File: config.mk
export PLATFORM = sky130hd
export DESIGN_NAME = text_writer
export DESIGN_NICKNAME = d
export VERILOG_FILES = /design/src/rtl/text_writer.sv
export SDC_FILE = /design/constraint.sdc
export NUM_CORES = 1
export LEC_CHECK = 0
export BUFFER_PORTS_ARGS = -buffer_cell sky130_fd_sc_hd__buf_2
export CELL_PAD_IN_SITES_DETAIL_PLACEMENT = 1
export CELL_PAD_IN_SITES_GLOBAL_PLACEMENT = 1
export CORE_ASPECT_RATIO = 1.25
export CORE_MARGIN = 3
export CORE_UTILIZATION = 46
export CTS_CLUSTER_SIZE = 8
export DETAILED_ROUTE_END_ITERATION = 16
export GPL_ROUTABILITY_DRIVEN = 1
export PLACE_DENSITY = 0.95
export SLEW_MARGIN = 10
export SYNTH_ARGS = -nofsm -noshare
export SYNTH_HDL_FRONTEND = slang
export SYNTH_SLANG_ARGS = --single-unit
File: constraint.sdc
create_clock -name clk -period 6.1 [get_ports clk]
set_clock_uncertainty 0.1 [all_clocks]
set_input_delay 0.915 -clock clk [delete_from_list [all_inputs] [get_ports clk]]
set_output_delay 0.915 -clock clk [all_outputs]
set_load 0.01 [all_outputs]
File: src/rtl/text_writer.sv
// Character stream to 80x30 text buffer writer: cursor tracking, control codes, screen/line clears.
// Optional TEXT_WRITER_LINE_CLEAR_EN blanks each new row on row advance.
module text_writer #(
   parameter int                CHAR_W    = 8,
   parameter logic [CHAR_W-1:0] FILL_CHAR = CHAR_W'('h20)
) (
   input  logic              clk,
   input  logic              rst_n,
   input  logic              in_valid,
   input  logic [CHAR_W-1:0] in_data,
   output logic              in_ready,
   output logic              wr_en,
   output logic [11:0]       wr_addr,
   output logic [CHAR_W-1:0] wr_data,
   output logic [4:0]        cur_row,
   output logic [6:0]        cur_col
);

   localparam logic [4:0] LAST_ROW = 5'd29;
   localparam logic [6:0] LAST_COL = 7'd79;

   localparam logic [CHAR_W-1:0] C_BS = CHAR_W'('h08);
   localparam logic [CHAR_W-1:0] C_LF = CHAR_W'('h0A);
   localparam logic [CHAR_W-1:0] C_FF = CHAR_W'('h0C);
   localparam logic [CHAR_W-1:0] C_CR = CHAR_W'('h0D);
   localparam logic [CHAR_W-1:0] C_LO = CHAR_W'('h20);
   localparam logic [CHAR_W-1:0] C_HI = CHAR_W'('h7E);

   typedef enum logic [1:0] {CLR_ALL, IDLE, CLR_LINE} state_t;

   state_t     state;
   logic [4:0] clr_row;
   logic [6:0] clr_col;

   logic       accept, printable, row_adv;
   logic [4:0] row_next;

   always_comb begin
      accept    = (state == IDLE) && in_valid && in_ready;
      printable = (in_data >= C_LO) && (in_data <= C_HI);
      row_adv   = accept && ((printable && cur_col == LAST_COL) || in_data == C_LF);
      row_next  = (cur_row == LAST_ROW) ? 5'd0 : cur_row + 5'd1;
   end

   always_ff @(posedge clk or negedge rst_n) begin
      if (!rst_n) begin
         state    <= CLR_ALL;
         clr_row  <= '0;
         clr_col  <= '0;
         in_ready <= 1'b0;
         wr_en    <= 1'b0;
         wr_addr  <= '0;
         wr_data  <= '0;
         cur_row  <= '0;
         cur_col  <= '0;
      end else begin
         case (state)
            CLR_ALL: begin
               in_ready <= 1'b0;
               wr_en    <= 1'b1;
               wr_addr  <= {clr_row, clr_col};
               wr_data  <= FILL_CHAR;
               if (clr_col == LAST_COL) begin
                  clr_col <= '0;
                  if (clr_row == LAST_ROW) begin
                     clr_row <= '0;
                     state   <= IDLE;
                  end else begin
                     clr_row <= clr_row + 5'd1;
                  end
               end else begin
                  clr_col <= clr_col + 7'd1;
               end
            end
`ifdef TEXT_WRITER_LINE_CLEAR_EN
            CLR_LINE: begin
               in_ready <= 1'b0;
               wr_en    <= 1'b1;
               wr_addr  <= {cur_row, clr_col};
               wr_data  <= FILL_CHAR;
               if (clr_col == LAST_COL) begin
                  clr_col <= '0;
                  state   <= IDLE;
               end else begin
                  clr_col <= clr_col + 7'd1;
               end
            end
`endif
            default: begin
               // in_ready rises one edge after any clear finishes
               wr_en    <= 1'b0;
               in_ready <= 1'b1;
               state    <= IDLE;
               if (accept) begin
                  if (printable) begin
                     wr_en   <= 1'b1;
                     wr_addr <= {cur_row, cur_col};
                     wr_data <= in_data;
                     cur_col <= (cur_col == LAST_COL) ? 7'd0 : cur_col + 7'd1;
                  end else if (in_data == C_LF || in_data == C_CR) begin
                     cur_col <= '0;
                  end else if (in_data == C_BS) begin
                     if (cur_col != 7'd0) begin
                        cur_col <= cur_col - 7'd1;
                        wr_en   <= 1'b1;
                        wr_addr <= {cur_row, cur_col - 7'd1};
                        wr_data <= FILL_CHAR;
                     end
                  end else if (in_data == C_FF) begin
                     cur_row  <= '0;
                     cur_col  <= '0;
                     clr_row  <= '0;
                     clr_col  <= '0;
                     in_ready <= 1'b0;
                     state    <= CLR_ALL;
                  end
                  if (row_adv) begin
                     cur_row <= row_next;
`ifdef TEXT_WRITER_LINE_CLEAR_EN
                     clr_col  <= '0;
                     in_ready <= 1'b0;
                     state    <= CLR_LINE;
`endif
                  end
               end
            end
         endcase
      end
   end

endmodule
==> impl_metrics.py <==
metrics = {
    "setup_path": {
        "timing.critical_path.fanout_max": 14,
        "worstReg2RegStart": "state[0]$_DFFE_PN0P_",
        "crit_path_start": "in_data[1]",
        "crit_path_start_kind": "input pin",
        "cpLargestDelayFamily": "compound AO/OA/AOI/OAI gates",
        "setup.worst_path.class": "in2reg",
        "critPathRequiredTime_ns": 6.20,
        "slowest_delay_ns": 0.54,
        "worstPathBufferInverterCount": 2,
        "setup.worst_path.end_class": "register",
        "worstPathArrival_ns": 2.95,
        "critPathSlowestCell": "sky130_fd_sc_hd__or4_4",
        "worst_path_cell_trace": "buf_2 -> or4_4 -> a211oi_2 -> o21a_4 -> nor2_2 -> clkinv_2 -> mux2_2",
    },
    "timing": {
        "finalWorstSetupSlack_ns": 3.25,
        "tns_ns": 0,
        "finalHoldViolCount": 0,
        "finalSetupViolations": 0,
        "worst_case_headroom_to_the_max_slew_limit_pct": 28.7,
        "layout_min_cycle_time_ns": 2.85,
        "slew_violations": 0,
        "maxClockFrequency_mhz": 351,
        "tightest_pin_transition_ns": 1.07,
        "grt_setup_unrepaired": "no",
        "finalCritPeriodShare_pct": 46.7,
    },
    "placed_design": {
        "dpl_cell_area_mm2": 0.00291,
        "pre_cts_slack_ns": 2.95,
        "portBuffers": 44,
        "dp.final_hpwl_um": 5110,
        "globalplace.congestion": 0.848,
    },
    "synthesis": {
        "ys.flop_type": "sky130_fd_sc_hd__dfrtp_1",
        "syn-num-nets": 304,
        "synthCells": 285,
        "post_synth.cell_area_avg_um2": 9.35,
        "synth_top_area_share_pct": 44.2,
        "post_synth_num_cell_types": 54,
        "synth-async-reset-ratio_pct": 100,
        "synth.ff_latch_count": 47,
        "synth_area_leaders": "sky130_fd_sc_hd__dfrtp_1 (44%), sky130_fd_sc_hd__o21ai_0 (5.6%), sky130_fd_sc_hd__nand2_1 (4.1%), sky130_fd_sc_hd__ha_1 (3.8%), sky130_fd_sc_hd__nor2_1 (2.7%)",
        "yosysTopAreaCell": "sky130_fd_sc_hd__dfrtp_1",
        "synth.yosys.seq_area_share_pct": 44.2,
        "synth-edff-count": 0,
        "yosys_synthesis_warning_count": 0,
        "synth_area_mm2": 0.00266,
    },
    "status": {
        "status": "completed",
    },
    "detailed_routing": {
        "antenna_violating_nets_post_route": 0,
        "dr_total_vias": 2433,
        "drt_wl_total_um": 7360,
        "wl_per_cell_um": 18.9,
        "vias_per_cell": 6.25,
        "first_pass_iters": 4,
        "remaining_drc_errors": 0,
        "drt_iter0_markers": 151,
    },
    "grt": {
        "number_of_antenna_violations_at_the_first_check_in_global_routing": 0,
        "grt_start_max_net_pins": 48,
        "first_global_vias": 2467,
        "global_route.usage.total_pct": 23.9,
        "globalRouteOverflowTotal": 0,
        "grt_pass1_wl_um": 12700,
    },
    "finish": {
        "share_of_layout_cells_above_drive_strength_1_pct": 20.3,
        "num_antenna_cells": 0,
        "area.growth.synth_to_final_pct": 13.7,
        "register_area_mm2": 0.00118,
        "area_of_the_multi_input_gates_mm2": 0.00140,
        "fin_area_mm2": 0.00303,
        "nFillCells": 658,
        "layout.nets": 343,
    },
    "clock_tree": {
        "cts.clk_slew.worst_paths_ns": 0.09,
        "clock_tree.htree_level_count": 2,
        "cts.repair_timing.setup_buffer_count": 0,
        "cts-hold-fix-buffers": 0,
        "cts_inserted_buffers": 5,
        "cts.root.buffer_cell": "sky130_fd_sc_hd__clkbuf_8",
        "clk-insertion-delay-late_ns": 0.31,
        "tritoncts": "done",
        "cts_repair_resize_count": 0,
        "clkSinkCount": 47,
        "cts_max_path_buffers": 2,
    },
    "power_and_ir_drop": {
        "ir_drop_mv": 0.114,
        "powerDensity_mw_per_mm2": 194,
        "leakage_nw": 1.32,
    },
    "min_path": {
        "worstHoldPathType": "reg2reg",
        "hold_path.startpoint": "wr_data[7]$_DFFE_PN0P_",
    },
    "floorplan": {
        "row_count": 30,
        "ioPinCount": 45,
        "core_box_area_mm2": 0.00552,
        "initial_utilization_pct": 48.3,
        "die_area_mm2": 0.00675,
        "die_w_um": 74.1,
        "die_span_in_y_um": 91.1,
    },
    "job": {
        "cap_violations": 0,
    },
}
## layout make-up
cell class	count	area share, %
tap	64	2.64
timing repair buffer	45	7.52
inverter	6	0.785
sequential	47	38.8
clock buffer	6	2.73
multi-input combinational	219	46.2
clock inverter	2	1.28
## where the power goes
part / internal [mW] / switching, mW / total, mW
sequential: 0.311 / 0 / 0.311
clock: 0.135 / 0.115 / 0.250
combinational: 0.00669 / 0.0182 / 0.0249
## synth_stat cells, drive strengths merged, types with 3 or more instances
master,n
nand4,7
inv,5
a22o,8
o31ai,5
and2,4
xor2,6
o21bai,3
or3,5
o21ai,30
a31oi,7
nor2b,6
nand3,13
clkbuf,11
ha,8
nor3b,5
dfrtp,47
and3,6
a221o,3
mux2,3
a22oi,3
nand2,29
nand2b,3
nor2,20
a21oi,8
o22ai,4
## flip-flops by register name (all words and copies together) (netlist names)
register	flops
wr_en	1
state	1
cur_col	7
in_ready	1
wr_data	8
cur_row	5
clr_row	5
wr_addr	12
clr_col	7
## layout by cell type, fill, tap and decap left out, types with 3 or more instances in the layout
master	Yosys	final
sky130_fd_sc_hd__a21oi_1	8	8
sky130_fd_sc_hd__a221o_1	3	3
sky130_fd_sc_hd__a22o_1	8	8
sky130_fd_sc_hd__a22oi_1	3	3
sky130_fd_sc_hd__a31oi_1	7	7
sky130_fd_sc_hd__and2_1	4	4
sky130_fd_sc_hd__and3_1	6	6
sky130_fd_sc_hd__buf_2	0	44
sky130_fd_sc_hd__clkbuf_8	0	6
sky130_fd_sc_hd__dfrtp_1	47	47
sky130_fd_sc_hd__ha_1	8	8
sky130_fd_sc_hd__inv_1	5	5
sky130_fd_sc_hd__mux2_2	3	3
sky130_fd_sc_hd__nand2_1	29	29
sky130_fd_sc_hd__nand2b_1	3	3
sky130_fd_sc_hd__nand3_1	13	13
sky130_fd_sc_hd__nand4_1	7	7
sky130_fd_sc_hd__nor2_1	19	19
sky130_fd_sc_hd__nor2b_1	6	6
sky130_fd_sc_hd__nor3b_1	5	5
sky130_fd_sc_hd__o21ai_0	30	30
sky130_fd_sc_hd__o21bai_1	3	3
sky130_fd_sc_hd__o22ai_1	4	4
sky130_fd_sc_hd__o31ai_1	5	5
sky130_fd_sc_hd__or3_1	5	5
sky130_fd_sc_hd__xor2_1	6	6
## per-layer routing
metal | GRT usage (%) | up-vias | routed length, um | share of wire, %
met1 | 32.7 | 1222 | 3160 | 43
met2 | 38.4 | 62 | 3790 | 51
met3 | 3.10 | 9 | 286 | 3.9
met5 | 0 | - | 0 | 0
li1 | - | 1140 | - | -
met4 | 8.01 | 0 | 129 | 1.8
## worst register-to-register path, delay by kind of cell, from the launching register on
kind | cells | cell delay [ns]
AOI/OAI and AO/OA | 4 | 1.29
buffers and inverters | 1 | 0.43
DFF | 1 | 0.93
## stage by stage
| stage | cells | hold WS, ns | util, % | power (mW) |
|---|---|---|---|---|
| 2_1_floorplan | 285 | 0.368 | - | 0.328 |
| 6_report | 389 | 0.402 | 54.9 | 0.586 |
| 3_5_place_dp | 381 | 0.375 | 52.7 | 0.342 |
| 4_1_cts | 389 | 0.402 | 54.9 | 0.590 |
| 5_1_grt | 389 | 0.417 | 54.9 | 0.605 |
| 3_3_place_gp | 381 | 0.382 | 52.7 | 0.341 |
## cells by family (layout without fill, tap and decap cells)
kind of cell | count (synthesis) | in the layout | synth area share (%)
compound gates | 91 | 91 | 23.4
xor+xnor | 6 | 6 | 1.97
fa+ha+maj | 8 | 8 | 3.76
buf+inv | 19 | 59 | 3.29
flops | 47 | 47 | 44.2
mux | 4 | 4 | 1.64
simple gates | 110 | 110 | 21.7
## final timing paths
kind / end / slack [ns] / cells past startpoint
max in group asynchronous: clr_col[4]$_DFFE_PN0P_ / 4.55 / 1
worst min register to register: wr_data[7]$_DFFE_PN0P_ / 0.40 / 1
worst max-delay path: wr_addr[3]$_DFFE_PN0P_ / 3.25 / 7
min in group asynchronous: clr_row[0]$_DFFE_PN0P_ / 0.69 / 1
worst min-delay path: wr_data[7]$_DFFE_PN0P_ / 0.40 / 1
worst max register to register: clr_row[4]$_DFFE_PN0P_ / 3.26 / 5
No activity file was read; power rests on OpenSTA's default activity.
